`config.mk`:
```
export PLATFORM = sky130hd
export DESIGN_NAME = key_scan_debounce
export DESIGN_NICKNAME = d
export VERILOG_FILES = /design/src/rtl/piano_pkg.sv /design/src/rtl/debounce_cell.sv /design/src/rtl/key_scan_debounce.sv
export SDC_FILE = /design/constraint.sdc
export NUM_CORES = 1
export LEC_CHECK = 0
export CORE_ASPECT_RATIO = 0.5
export CORE_MARGIN = 4
export CORE_UTILIZATION = 58
export CTS_BUF_LIST = sky130_fd_sc_hd__clkbuf_4
export CTS_CLUSTER_DIAMETER = 200
export DETAILED_ROUTE_END_ITERATION = 7
export HOLD_SLACK_MARGIN = 0.08
export PLACE_DENSITY = 0.78
export SYNTH_ARGS = -nofsm -noshare
export SYNTH_HDL_FRONTEND = slang
export SYNTH_SLANG_ARGS = --single-unit
```
`constraint.sdc`:
```
create_clock -name clk -period 2.15 [get_ports clk]
set_input_delay 0.5375 -clock clk [delete_from_list [all_inputs] [get_ports clk]]
set_output_delay 0.5375 -clock clk [all_outputs]
set_load 0.05 [all_outputs]
```
`src/rtl/piano_pkg.sv`:
```
// ---------------------------------------------------------------------------
// piano_pkg
//   Shared types, sizes and helpers for the piano input stage.
//   N_KEYS / N_OCT    : number of note buttons / octave switches
//   key_t / oct_t     : vector types for the button and switch groups
//   DEBOUNCE_DEFAULT  : debounce hold time in clk cycles (10 ms @ 50 MHz)
//   SUSTAIN_DEFAULT   : note sustain time in clk cycles (0.5 s @ 50 MHz)
//   lowest_set()      : isolate the lowest set bit (priority one-hot)
//   is_onehot()       : true when exactly one bit of a switch vector is set
// ---------------------------------------------------------------------------
package piano_pkg;

    localparam int N_KEYS = 4;
    localparam int N_OCT  = 7;

    typedef logic [N_KEYS-1:0] key_t;
    typedef logic [N_OCT-1:0]  oct_t;

    localparam int DEBOUNCE_DEFAULT = 500000;
    localparam int SUSTAIN_DEFAULT  = 25000000;

    // v & -v keeps only the least significant set bit, so bit 0 has priority.
    function automatic key_t lowest_set(input key_t v);
        return v & (~v + key_t'(1));
    endfunction

    // Clearing the lowest set bit leaves zero only for a single-bit vector.
    function automatic logic is_onehot(input oct_t v);
        return (v != '0) && ((v & (v - oct_t'(1))) == '0);
    endfunction

endpackage

```
`src/rtl/debounce_cell.sv`:
```
// ---------------------------------------------------------------------------
// debounce_cell
//   One-bit input conditioner: 2-flop synchroniser followed by a debounce
//   counter and a stable output bit. A new level must be seen on the
//   synchronised input for DEBOUNCE_CYCLES consecutive cycles before the
//   stable bit follows it; any return to the old level restarts the count.
// Ports
//   clk       in  1  system clock
//   i_rst_n   in  1  asynchronous active-low reset
//   i_raw     in  1  raw input, asynchronous to clk
//   o_stable  out 1  debounced level
// ---------------------------------------------------------------------------
module debounce_cell #(
    parameter int DEBOUNCE_CYCLES = 4,
    parameter int CNT_W           = $clog2(DEBOUNCE_CYCLES + 1)
) (
    input  logic clk,
    input  logic i_rst_n,
    input  logic i_raw,
    output logic o_stable
);

    logic [1:0]       r_sync;
    logic             r_stable;
    logic [CNT_W-1:0] r_cnt;

    always_ff @(posedge clk or negedge i_rst_n) begin
        if (!i_rst_n) begin
            r_sync   <= '0;
            r_stable <= 1'b0;
            r_cnt    <= '0;
        end else begin
            r_sync <= {r_sync[0], i_raw};
            if (r_sync[1] == r_stable) begin
                r_cnt <= '0;
            end else if (r_cnt == CNT_W'(DEBOUNCE_CYCLES - 1)) begin
                // Counter is cleared as the level is accepted, so it never
                // exceeds DEBOUNCE_CYCLES-1 and cannot wrap.
                r_stable <= ~r_stable;
                r_cnt    <= '0;
            end else begin
                r_cnt <= r_cnt + CNT_W'(1);
            end
        end
    end

    assign o_stable = r_stable;

endmodule

```
`src/rtl/key_scan_debounce.sv`:
```
// ---------------------------------------------------------------------------
// key_scan_debounce
//   Input stage of the digital piano. Debounces 4 note buttons and 7 octave
//   switches and drives the one-hot pair (swBus, noteBus) for the note-clock
//   selector. Outputs are always one-hot or all-zero.
//   Optional feature macro: PIANO_SUSTAIN_EN -- when defined, noteBus keeps
//   its last note for SUSTAIN_CYCLES cycles after all buttons are released.
// Ports
//   clk          in  1  system clock
//   reset        in  1  asynchronous active-low reset
//   btn_raw      in  4  raw note buttons (active-high, async)
//   sw_raw       in  7  raw octave switches (active-high, async)
//   swBus        out 7  debounced octave select, one-hot or 0
//   noteBus      out 4  debounced note select, one-hot or 0
//   note_on      out 1  swBus != 0 and noteBus != 0
//   note_change  out 1  one-cycle pulse the cycle after {swBus,noteBus} changes
// ---------------------------------------------------------------------------
module key_scan_debounce
    import piano_pkg::*;
#(
    parameter int DEBOUNCE_CYCLES = DEBOUNCE_DEFAULT,
    parameter int CNT_W           = $clog2(DEBOUNCE_CYCLES + 1),
    parameter int SUSTAIN_CYCLES  = SUSTAIN_DEFAULT
) (
    input  logic       clk,
    input  logic       reset,
    input  logic [3:0] btn_raw,
    input  logic [6:0] sw_raw,
    output logic [6:0] swBus,
    output logic [3:0] noteBus,
    output logic       note_on,
    output logic       note_change
);

    if (DEBOUNCE_CYCLES < 1 || SUSTAIN_CYCLES < 0) begin : g_param_check
        $error("key_scan_debounce: DEBOUNCE_CYCLES must be >= 1 and SUSTAIN_CYCLES >= 0");
    end

    logic [N_KEYS-1:0] w_btn_stable;
    logic [N_OCT-1:0]  w_sw_stable;
    key_t              w_note_enc;
    key_t              w_note_next;
    oct_t              w_sw_next;

    key_t              r_note;
    oct_t              r_sw;
    logic              r_note_on;
    logic              r_note_change;
    logic [N_OCT+N_KEYS-1:0] r_prev_bus;

    genvar gi;
    generate
        for (gi = 0; gi < N_KEYS; gi++) begin : g_btn
            debounce_cell #(
                .DEBOUNCE_CYCLES (DEBOUNCE_CYCLES),
                .CNT_W           (CNT_W)
            ) u_cell (
                .clk      (clk),
                .i_rst_n  (reset),
                .i_raw    (btn_raw[gi]),
                .o_stable (w_btn_stable[gi])
            );
        end
        for (gi = 0; gi < N_OCT; gi++) begin : g_sw
            debounce_cell #(
                .DEBOUNCE_CYCLES (DEBOUNCE_CYCLES),
                .CNT_W           (CNT_W)
            ) u_cell (
                .clk      (clk),
                .i_rst_n  (reset),
                .i_raw    (sw_raw[gi]),
                .o_stable (w_sw_stable[gi])
            );
        end
    endgenerate

    assign w_note_enc = lowest_set(w_btn_stable);
    // Several octave switches at once is ambiguous: select no octave.
    assign w_sw_next  = is_onehot(w_sw_stable) ? w_sw_stable : '0;

`ifdef PIANO_SUSTAIN_EN
    localparam int SUS_W = $clog2(SUSTAIN_CYCLES + 1);

    logic [SUS_W-1:0] r_sus_cnt;
    logic [SUS_W-1:0] w_sus_cnt_next;

    // A live press always wins; the hold only runs while no button is down
    // and a note is still on the bus. Expiry is one cycle later than the
    // normal release clear for each held cycle.
    always_comb begin
        w_note_next    = w_note_enc;
        w_sus_cnt_next = '0;
        if (w_note_enc == '0 && r_note != '0) begin
            if (r_sus_cnt == SUS_W'(SUSTAIN_CYCLES)) begin
                w_note_next = '0;
            end else begin
                w_note_next    = r_note;
                w_sus_cnt_next = r_sus_cnt + SUS_W'(1);
            end
        end
    end

    always_ff @(posedge clk or negedge reset) begin
        if (!reset) begin
            r_sus_cnt <= '0;
        end else begin
            r_sus_cnt <= w_sus_cnt_next;
        end
    end
`else
    assign w_note_next = w_note_enc;
`endif

    always_ff @(posedge clk or negedge reset) begin
        if (!reset) begin
            r_sw          <= '0;
            r_note        <= '0;
            r_note_on     <= 1'b0;
            r_prev_bus    <= '0;
            r_note_change <= 1'b0;
        end else begin
            r_sw          <= w_sw_next;
            r_note        <= w_note_next;
            r_note_on     <= (w_sw_next != '0) && (w_note_next != '0);
            // Compare the current buses with their value one cycle earlier,
            // so the pulse lands the cycle after the update and a joint
            // sw/note change gives only one pulse.
            r_prev_bus    <= {r_sw, r_note};
            r_note_change <= ({r_sw, r_note} != r_prev_bus);
        end
    end

    assign swBus       = r_sw;
    assign noteBus     = r_note;
    assign note_on     = r_note_on;
    assign note_change = r_note_change;

endmodule

```
==> flow_metrics.py <==
metrics = {
    "critical_path": {
        "end_kind": "flip-flop",
        "startpoint": "g_sw[3].u_cell.r_cnt[6]",
        "cpPeakStageDelay_ps": 680,
        "path_common_cell": "or4_1",
        "cp_max_fo": 7,
        "cp.required_ps": 2720,
        "arrival_ps": 2640,
        "worst-setup-path-type": "reg -> reg",
        "crit_path_cell_trace": "nand4_2 -> or4_1 -> or4_1 -> a21oi_1",
        "r2r_start": "g_sw[3].u_cell.r_cnt[6]",
        "timing.critical_path.buf_inv": 0,
        "crit_path_start_kind": "flip-flop",
        "crit_slowest_cell": "or4_1",
        "path_delay_family": "simple AND/OR/NAND/NOR gates",
    },
    "clocking": {
        "clk_pin_slew_ps": 80,
        "ctsLongestPathBuffers": 3,
        "numCtsBuffers": 58,
        "tritoncts": "built",
        "cts_max_level": 2,
        "clk_latency_ps": 680,
        "cts-root-buf": "clkbuf_4",
        "clock_sinks": 266,
    },
    "floorplan": {
        "num_rows": 37,
        "io-pin-count": 26,
        "die_height_um": 112,
        "die_w_um": 215,
        "core-area_um2": 20800,
        "start_util_pct": 59.8,
        "die_area_um2": 24000,
    },
    "logic_synthesis": {
        "synthesis.nets": 1232,
        "synthTopCellsByCount": "dfrtp_1 (266), nor2_1 (182), xnor2_1 (89)",
        "synth.largest_area_cell": "dfrtp_1",
        "synth_cell_type_count": 55,
        "async_flop_share_pct": 100,
        "ys_seq_area_share_pct": 53.5,
        "syn-cell-area_um2": 12500,
        "synth-edff-count": 0,
        "synth_seq_cells": 266,
        "ys.flop_type": "dfrtp_1",
        "yosysMostFrequentCell": "dfrtp_1",
        "synth_top_area_share_pct": 53.5,
        "synth_warnings": 0,
        "syn_avg_cell_area_um2": 10.3,
        "synthTopCellsByArea": "dfrtp_1 (53%), xnor2_1 (6.3%), nor2_1 (5.5%)",
        "syn_inst": 1208,
    },
    "final_layout": {
        "fillers": 1568,
        "multiInputGateArea_um2": 5550,
        "seqCellArea_um2": 6660,
        "fin_util_pct": 68.1,
        "drive_gt1_share_pct": 15.7,
        "area_delta_synth_final_pct": 14.0,
        "fin_cells": 1641,
        "final_nets": 1348,
    },
    "placement": {
        "dp_hpwl_um": 16600,
        "placed_cells": 1535,
        "portBuffers": 25,
        "gp_congestion": 0.873,
        "pre_cts_slack_ps": 92.4,
    },
    "pwr": {
        "p_int_mw": 7.23,
        "power_frac_comb_pct": 3.8,
        "ir_worst_vdd_uv": 472,
        "power_leakage_nw": 5.93,
        "seq_power_share_pct": 54.7,
        "p_sw_share_pct": 23.1,
        "power.share.clock_pct": 41.6,
        "power_density_nw_per_um2": 663,
        "power_switching_mw": 2.18,
    },
    "sta": {
        "finClkSkew_ps": 35.8,
        "setup_tns_ps": 0,
        "finalSetupViolations": 0,
        "slew_violations": 0,
        "fmax_ghz": 0.484,
        "tightestPinTransition_ps": 612,
        "hold_viol_final": 0,
        "rsz0062_at_grt": "false",
        "relSlewSlack_pct": 58.6,
        "holdWs_ps": 291,
        "fin_crit_ps": 2060,
        "layout_worst_path_cycle_share_pct": 96.0,
        "setup_ws_ps": 85.6,
    },
    "route": {
        "wire_per_inst_um": 14.7,
        "dr.first_iter.drc_count": 680,
        "first_pass_iters": 5,
        "drc_errors": 0,
        "via_count": 9426,
        "postRouteAntennaNets": 0,
        "drt_wl_total_um": 24100,
        "vias_per_cell": 5.74,
    },
    "grt": {
        "antenna_found_initial": 1,
        "grt_max_degree": 65,
        "grt_overflow_total": 0,
        "grt_pass1_wl_um": 42400,
        "grt_pass1_vias": 9377,
        "grt_use_total_pct": 20.5,
    },
    "run": {
        "maxCapViolCount": 0,
    },
    "run_status": {
        "status": "finished, final reports clean",
    },
    "worst_hold_path": {
        "min_from": "btn_raw[0]",
        "hold_class": "in -> reg",
    },
}
layer usage:
metal  share of wire, %  track usage (%)  wire, um
met3                4.6             4.80      1100
met1                 46             27.5     11100
met2                 47             33.6     11400
met4                2.3             6.35       563
met5                  0                0         0
cell usage in the layout (no fill, tap or decap), types with 11 or more instances in the layout:
cell / synthesis / routed
inv_1: 32 / 32
nand3_1: 69 / 69
buf_4: 0 / 55
xnor2_1: 89 / 89
and4_1: 14 / 14
nand4_1: 60 / 60
dfrtp_1: 266 / 266
clkdlybuf4s50_1: 0 / 11
a21oi_1: 46 / 46
nor3_1: 37 / 37
nor2_1: 182 / 182
nand2_1: 72 / 72
nor4_1: 44 / 44
clkbuf_4: 0 / 91
nor4b_1: 11 / 11
o21ai_0: 22 / 22
or4_1: 21 / 20
mux2_2: 11 / 11
or2_2: 12 / 12
or3_1: 22 / 22
xor2_1: 75 / 75
o31ai_1: 12 / 12
stage by stage:
stage | total power, mW | cell area, um2
6_report | 9.41 | 14200
5_1_grt | 9.92 | 14200
4_1_cts | 9.56 | 14200
3_5_place_dp | 5.60 | 13400
3_3_place_gp | 5.58 | 13400
2_1_floorplan | 5.38 | 12500
what timing repair did:
action | CTS | global route
setup endpoints to repair | 7 | 2
hold buffers | 1 | 0
gates resized for setup | 19 | 2
setup buffers | 0 | 1
endpoints found under the hold margin | 55 | 0
flip-flops by register name (all words and copies together), names as in the netlist, 7 cells and up:
register              flops
g_btn.u_cell.r_sync       8
g_btn.u_cell.r_cnt       76
r_prev_bus               11
g_sw.u_cell.r_cnt       133
swBus                     7
g_sw.u_cell.r_sync       14
g_sw.u_cell.o_stable      7
final cells by class:
type	count	share of cell area, %
Clock buffer	91	4.81
Timing Repair Buffer	82	5.39
Antenna cell	1	0.0176
Clock inverter	12	0.511
Sequential cell	266	46.9
Inverter	32	0.846
Multi-Input combinational cell	884	39.1
Tap cell	273	2.41
kinds of logic (layout without fill, tap and decap cells):
logic type	after synthesis	in the layout	synth area share [%]
AO/OA/AOI/OAI	106	106	5.55
XOR/XNOR	164	164	11.5
adder cells (fa/ha/maj)	11	11	1.11
buffers and inverters	58	217	2.00
flip-flops	266	266	53.5
multiplexers	14	14	1.24
other	0	1	0
AND/OR/NAND/NOR	589	589	25.1
power groups by stage:
stage,logic (mW),registers (mW),clock network (mW)
3_3_place_gp,0.348,5.24,0
6_report,0.353,5.14,3.91
3_5_place_dp,0.360,5.24,0
2_1_floorplan,0.159,5.22,0
5_1_grt,0.409,5.15,4.36
4_1_cts,0.363,5.14,4.06
worst paths after layout:
kind	end	slack, ps	cells after the start
worst max-delay path	g_sw[3].u_cell.r_cnt[17]	90	4
worst min-delay path	g_btn[0].u_cell.r_sync[0]	290	1
worst max register to register	g_sw[3].u_cell.r_cnt[17]	90	4
worst min register to register	g_sw[2].u_cell.r_sync[1]	340	0
max in group asynchronous	g_btn[1].u_cell.r_cnt[8]	1090	3
min in group asynchronous	g_btn[0].u_cell.r_sync[0]	390	2
No activity file was read; power rests on OpenSTA's default activity.
